## config.mk

```make
export PLATFORM = sky130hd
export DESIGN_NAME = wtu_lvl1_seq
export DESIGN_NICKNAME = d
export VERILOG_FILES = /design/src/rtl/wtu_lvl1_seq.sv
export SDC_FILE = /design/constraint.sdc
export NUM_CORES = 1
export LEC_CHECK = 0
export ABC_AREA = 1
export CORE_UTILIZATION = 38
export CTS_CLUSTER_DIAMETER = 100
export DETAILED_ROUTE_END_ITERATION = 7
export PLACE_DENSITY = 0.78
export SLEW_MARGIN = 20
export SYNTH_ARGS = -nofsm -noshare
export SYNTH_HDL_FRONTEND = slang
export SYNTH_SLANG_ARGS = --single-unit
```

## constraint.sdc

```tcl
create_clock -name clk -period 1.3 [get_ports clk]
set_input_delay 0.26 -clock clk [delete_from_list [all_inputs] [get_ports clk]]
set_output_delay 0.26 -clock clk [all_outputs]
set_load 0.01 [all_outputs]
```

## src/rtl/wtu_lvl1_seq.sv

```systemverilog
// Sequencer that feeds WTU level 1 with sample pairs and load strobes.
// It also captures the level-1 {hs,ls} result into a valid/ready coefficient stream.
module wtu_lvl1_seq #(
  parameter int OUT_LAT = 1,
  parameter int CNT_W   = 16
) (
  input  logic             clk,
  input  logic             rst,
  input  logic [23:0]      sample_in,
  input  logic             sample_valid,
  output logic             sample_ready,
  output logic [23:0]      lvl_in,
  output logic             ld_a,
  output logic             ld_b,
  output logic             ld_o,
  input  logic [47:0]      lvl_out,
  output logic [23:0]      coef_hs,
  output logic [23:0]      coef_ls,
  output logic             coef_valid,
  input  logic             coef_ready,
  output logic [CNT_W-1:0] pair_cnt
);

  localparam logic [3:0] LP_LAT = 4'(OUT_LAT);

  typedef enum logic [2:0] {S_A, S_B, S_O, S_W, S_C} state_t;

  state_t           r_state;
  state_t           w_state_nxt;
  logic [3:0]       r_wait;
  logic [3:0]       w_wait_nxt;
  logic             w_accept;
  logic             w_capture;
  logic             w_ld_a_nxt;
  logic             w_ld_b_nxt;
  logic             w_ld_o_nxt;
  logic [23:0]      r_lvl_in;
  logic             r_ld_a;
  logic             r_ld_b;
  logic             r_ld_o;
  logic [23:0]      r_coef_hs;
  logic [23:0]      r_coef_ls;
  logic             r_coef_valid;
  logic [CNT_W-1:0] r_pair_cnt;

  assign sample_ready = (r_state == S_A) || (r_state == S_B);
  assign w_accept     = sample_valid && sample_ready;

  always_ff @(posedge clk) begin
    if (!rst) begin
      r_state <= S_A;
      r_wait  <= 4'd0;
    end else begin
      r_state <= w_state_nxt;
      r_wait  <= w_wait_nxt;
    end
  end

  always_comb begin
    w_state_nxt = r_state;
    w_wait_nxt  = r_wait;
    w_ld_a_nxt  = 1'b0;
    w_ld_b_nxt  = 1'b0;
    w_ld_o_nxt  = 1'b0;
    w_capture   = 1'b0;
    case (r_state)
      S_A: begin
        if (w_accept) begin
          w_ld_a_nxt  = 1'b1;
          w_state_nxt = S_B;
        end
      end
      S_B: begin
        if (w_accept) begin
          w_ld_b_nxt  = 1'b1;
          w_state_nxt = S_O;
        end
      end
      S_O: begin
        w_ld_o_nxt  = 1'b1;
        w_wait_nxt  = LP_LAT;
        w_state_nxt = S_W;
      end
      S_W: begin
        // Leaving at cnt==1 lands S_C exactly OUT_LAT cycles after the ld_o cycle.
        w_wait_nxt = r_wait - 4'd1;
        if (r_wait <= 4'd1) begin
          w_state_nxt = S_C;
        end
      end
      S_C: begin
        if (!r_coef_valid || coef_ready) begin
          w_capture   = 1'b1;
          w_state_nxt = S_A;
        end
      end
      default: w_state_nxt = S_A;
    endcase
  end

  always_ff @(posedge clk) begin
    if (!rst) begin
      r_lvl_in     <= 24'd0;
      r_ld_a       <= 1'b0;
      r_ld_b       <= 1'b0;
      r_ld_o       <= 1'b0;
      r_coef_hs    <= 24'd0;
      r_coef_ls    <= 24'd0;
      r_coef_valid <= 1'b0;
      r_pair_cnt   <= '0;
    end else begin
      r_ld_a <= w_ld_a_nxt;
      r_ld_b <= w_ld_b_nxt;
      r_ld_o <= w_ld_o_nxt;
      if (w_accept) begin
        r_lvl_in <= sample_in;
      end
      // A capture wins over a same-cycle handshake, so valid stays high with new data.
      if (w_capture) begin
        r_coef_hs    <= lvl_out[47:24];
        r_coef_ls    <= lvl_out[23:0];
        r_coef_valid <= 1'b1;
        r_pair_cnt   <= r_pair_cnt + CNT_W'(1);
      end else if (r_coef_valid && coef_ready) begin
        r_coef_valid <= 1'b0;
      end
    end
  end

  assign lvl_in     = r_lvl_in;
  assign ld_a       = r_ld_a;
  assign ld_b       = r_ld_b;
  assign ld_o       = r_ld_o;
  assign coef_hs    = r_coef_hs;
  assign coef_ls    = r_coef_ls;
  assign coef_valid = r_coef_valid;
  assign pair_cnt   = r_pair_cnt;

endmodule
```

==> impl_metrics.yaml <==
status:
  status: "finished with violations"
  violations: "setup timing"
pwr:
  total_power_mw: 12.1
  p_leak_nw: 3.01
  peakVddDrop_v: 0.000867
  p_per_area_mw_per_mm2: 1750
detailed_routing:
  vias: 4303
  ant_nets: 0
  drtPass1Iterations: 4
  drt-initial-drc-count: 117
  drt-total-wl_um: 13500
  remaining_drc_errors: 0
  wire_per_inst_um: 15.5
  viasPerCell: 4.95
yosys:
  synth_fa_ha_area_share_pct: 0.982
  synth_cells: 521
  synth_top_area_cell: "dfxtp_1"
  seq_area_frac_synth_pct: 51.8
  yosys.area.top_type_share_pct: 51.8
  synthesis.area_mm2: 0.00382
  synthArstFlopShare_pct: 0
  synthXorXnorAreaFrac_pct: 0
  synth_common_cells: "152 x nand2_1, 99 x dfxtp_1, 86 x nor2_1"
  yosysMostFrequentCell: "nand2_1"
  syn_nets: 600
  synth.mux.area_fraction_pct: 0
  synth_flop_cell: "dfxtp_1"
  synth-simple-area-share_pct: 28.1
  ys_warn_count: 0
  synth_compound_area_share_pct: 12.4
  synth.distinct_cells: 22
  ys_seq_elements: 99
  synth_top_family_by_area: "simple AND/OR/NAND/NOR gates"
  synth_enable_flop_cells: 0
  synth.area.top_cells: "dfxtp_1 52%, nand2_1 15%, nor2_1 8.4%, a21oi_1 8.2%, inv_1 2.7%"
  avgSynthCellArea_um2: 7.34
worst_setup_path:
  criticalPathCategory: "reg -> reg"
  endpoint_kind: "flip-flop"
  critPathLaunchType: "flip-flop"
  worstPathCellList: "nor2_4 -> buf_6 -> nand2_4 -> nor2_4 -> buf_12 -> buf_8 -> nand4_1 -> nand2_1 -> nand2_1 -> nor2_1"
  slowest_stage: "dfxtp_4"
  reg2reg_slack_ns: -0.20
  crit_fanout: 4
  worst_r2r_path_depth: 10
  required_ns: 1.60
  cp.arrival_ns: 1.80
  cpPeakStageDelay_ns: 0.37
placement:
  dp_hpwl_um: 8310
  portBuffers: 168
  placed_cells: 833
  place.gp.congestion: 0.811
clock_network:
  clk_pin_slew_ns: 0.10
  cts_buffer_depth: 2
  clock_latency_ns: 0.36
  cts_tree: "done"
  htreeDepth: 3
  numCtsBuffers: 9
  ctsRootBufferMaster: "clkbuf_8"
  cts_sinks: 99
timing:
  worst_pin_slew_ns: 0.374
  setup_viol: 91
  period_minus_slack_ns: 1.50
  hold_violations: 0
  slew_headroom_pct: 75.1
  setup_tns_ns: -7.60
  maxSlewViolCount: 0
  period_share_pct: 116
  fmax_mhz: 665
  setup_ws_ns: -0.203
  skew_ns: 0.0112
  rsz0062_at_grt: "true"
global_route:
  antenna_found_initial: 0
  grt_overflow: 0
  first_global_vias: 4178
  grt_start_max_net_pins: 28
  grt_first_pass_wirelength_um: 19400
  groute.usage.overall_pct: 23.9
flow_run:
  cap_viol_max_count: 0
die:
  dieArea_mm2: 0.0105
  rows: 36
  start_util_pct: 39.1
  die_w_um: 102
  io_pins: 169
  coreArea_mm2: 0.00977
  die_h_um: 102
min_path:
  min_path_cells: 3
  hold_path.class: "in -> reg"
cells_and_area:
  layout.nets: 810
  n_antenna_cell: 0
  fin_cells: 869
  n_fill_cell: 710
  drive_above_1_share_pct: 31.5
  areaGrowthSynthToFinish_pct: 81.9
path summary, 6_finish.rpt:
| check | start | to |
|---|---|---|
| max reg2reg | r_state[0] | pair_cnt[14] |
| min reg2reg | coef_hs[10] | coef_hs[10] |
| max | r_state[0] | pair_cnt[14] |
| min | lvl_out[21] | coef_ls[21] |
layout make-up:
cell class	count	area, µm²	area share (%)
clock buffers	9	124	1.78
clock inverters	7	108	1.55
inverters	32	128	1.84
multi-input cells	364	2120	30.5
flip-flops and latches	99	2010	28.9
well taps	133	166	2.39
repair buffers	225	2300	33.1
registers in the layout, indices dropped and copies added, names as in the netlist:
register    flops
ld_a            1
pair_cnt       16
coef_ls        24
ld_b            1
coef_valid      1
r_wait          4
r_state         3
lvl_in         24
ld_o            1
coef_hs        24
power by group:
part           switching [mW]  internal, mW  total, mW  leakage, nW
clock                    1.15          1.12       2.27        0.114
sequential              0.369          3.67       4.04        0.814
combinational            2.90          2.92       5.82         2.08
metal layers:
| metal | track usage, % | wire [µm] |
|---|---|---|
| met1 | 24.9 | 5020 |
| met2 | 45.0 | 7340 |
| met3 | 4.86 | 627 |
| met4 | 12.1 | 504 |
| met5 | 0 | 0 |
cells by family after synthesis:
family / after synthesis
compound gates: 94
simple gates: 267
buf+inv: 58
flops: 99
fa+ha+maj: 3
layout by cell type (no fill, tap or decap), drive strengths merged, types with 2 or more instances in the layout:
| cell type | count |
|---|---|
| nand2 | 155 |
| dfxtp | 99 |
| nor2 | 88 |
| clkdlybuf4s50 | 75 |
| a21oi | 63 |
| dlygate4sd2 | 57 |
| buf | 55 |
| inv | 34 |
| o21ai | 30 |
| clkdlybuf4s15 | 25 |
| clkbuf | 22 |
| nand4 | 9 |
| nand3 | 9 |
| nor3 | 3 |
| ha | 3 |
| bufinv | 2 |
| clkinv | 2 |
stage by stage:
step / setup WS, ns / utilization [%] / hold slack (ns) / cell area (µm²)
after detailed placement: -0.514 / 60.0 / 0.452 / 5870
after floorplan: 0.0381 / - / 0.403 / 3820
after CTS: -0.172 / 66.7 / 0.427 / 6520
after global placement: -0.439 / 60.0 / 0.449 / 5870
final: -0.203 / 71.1 / 0.442 / 6950
after global routing: -0.275 / 71.1 / 0.442 / 6950
worst max-delay path: cells and delay by family (launching register included):
kind | cells | cell delay (ns)
and+or+nand+nor | 7 | 0.71
buffers and inverters | 3 | 0.35
DFF | 1 | 0.37
what timing repair did:
| item | in CTS | in global routing |
|---|---|---|
| hold endpoints to repair | 0 | 0 |
| pin swaps | 29 | 25 |
| cloned | 4 | 3 |
| setup buffers | 10 | 6 |
| hold buffers | 0 | 0 |
| endpoints found under the setup margin | 183 | 119 |
| gates resized for setup | 217 | 153 |
Power figures use the tool's default switching activity.
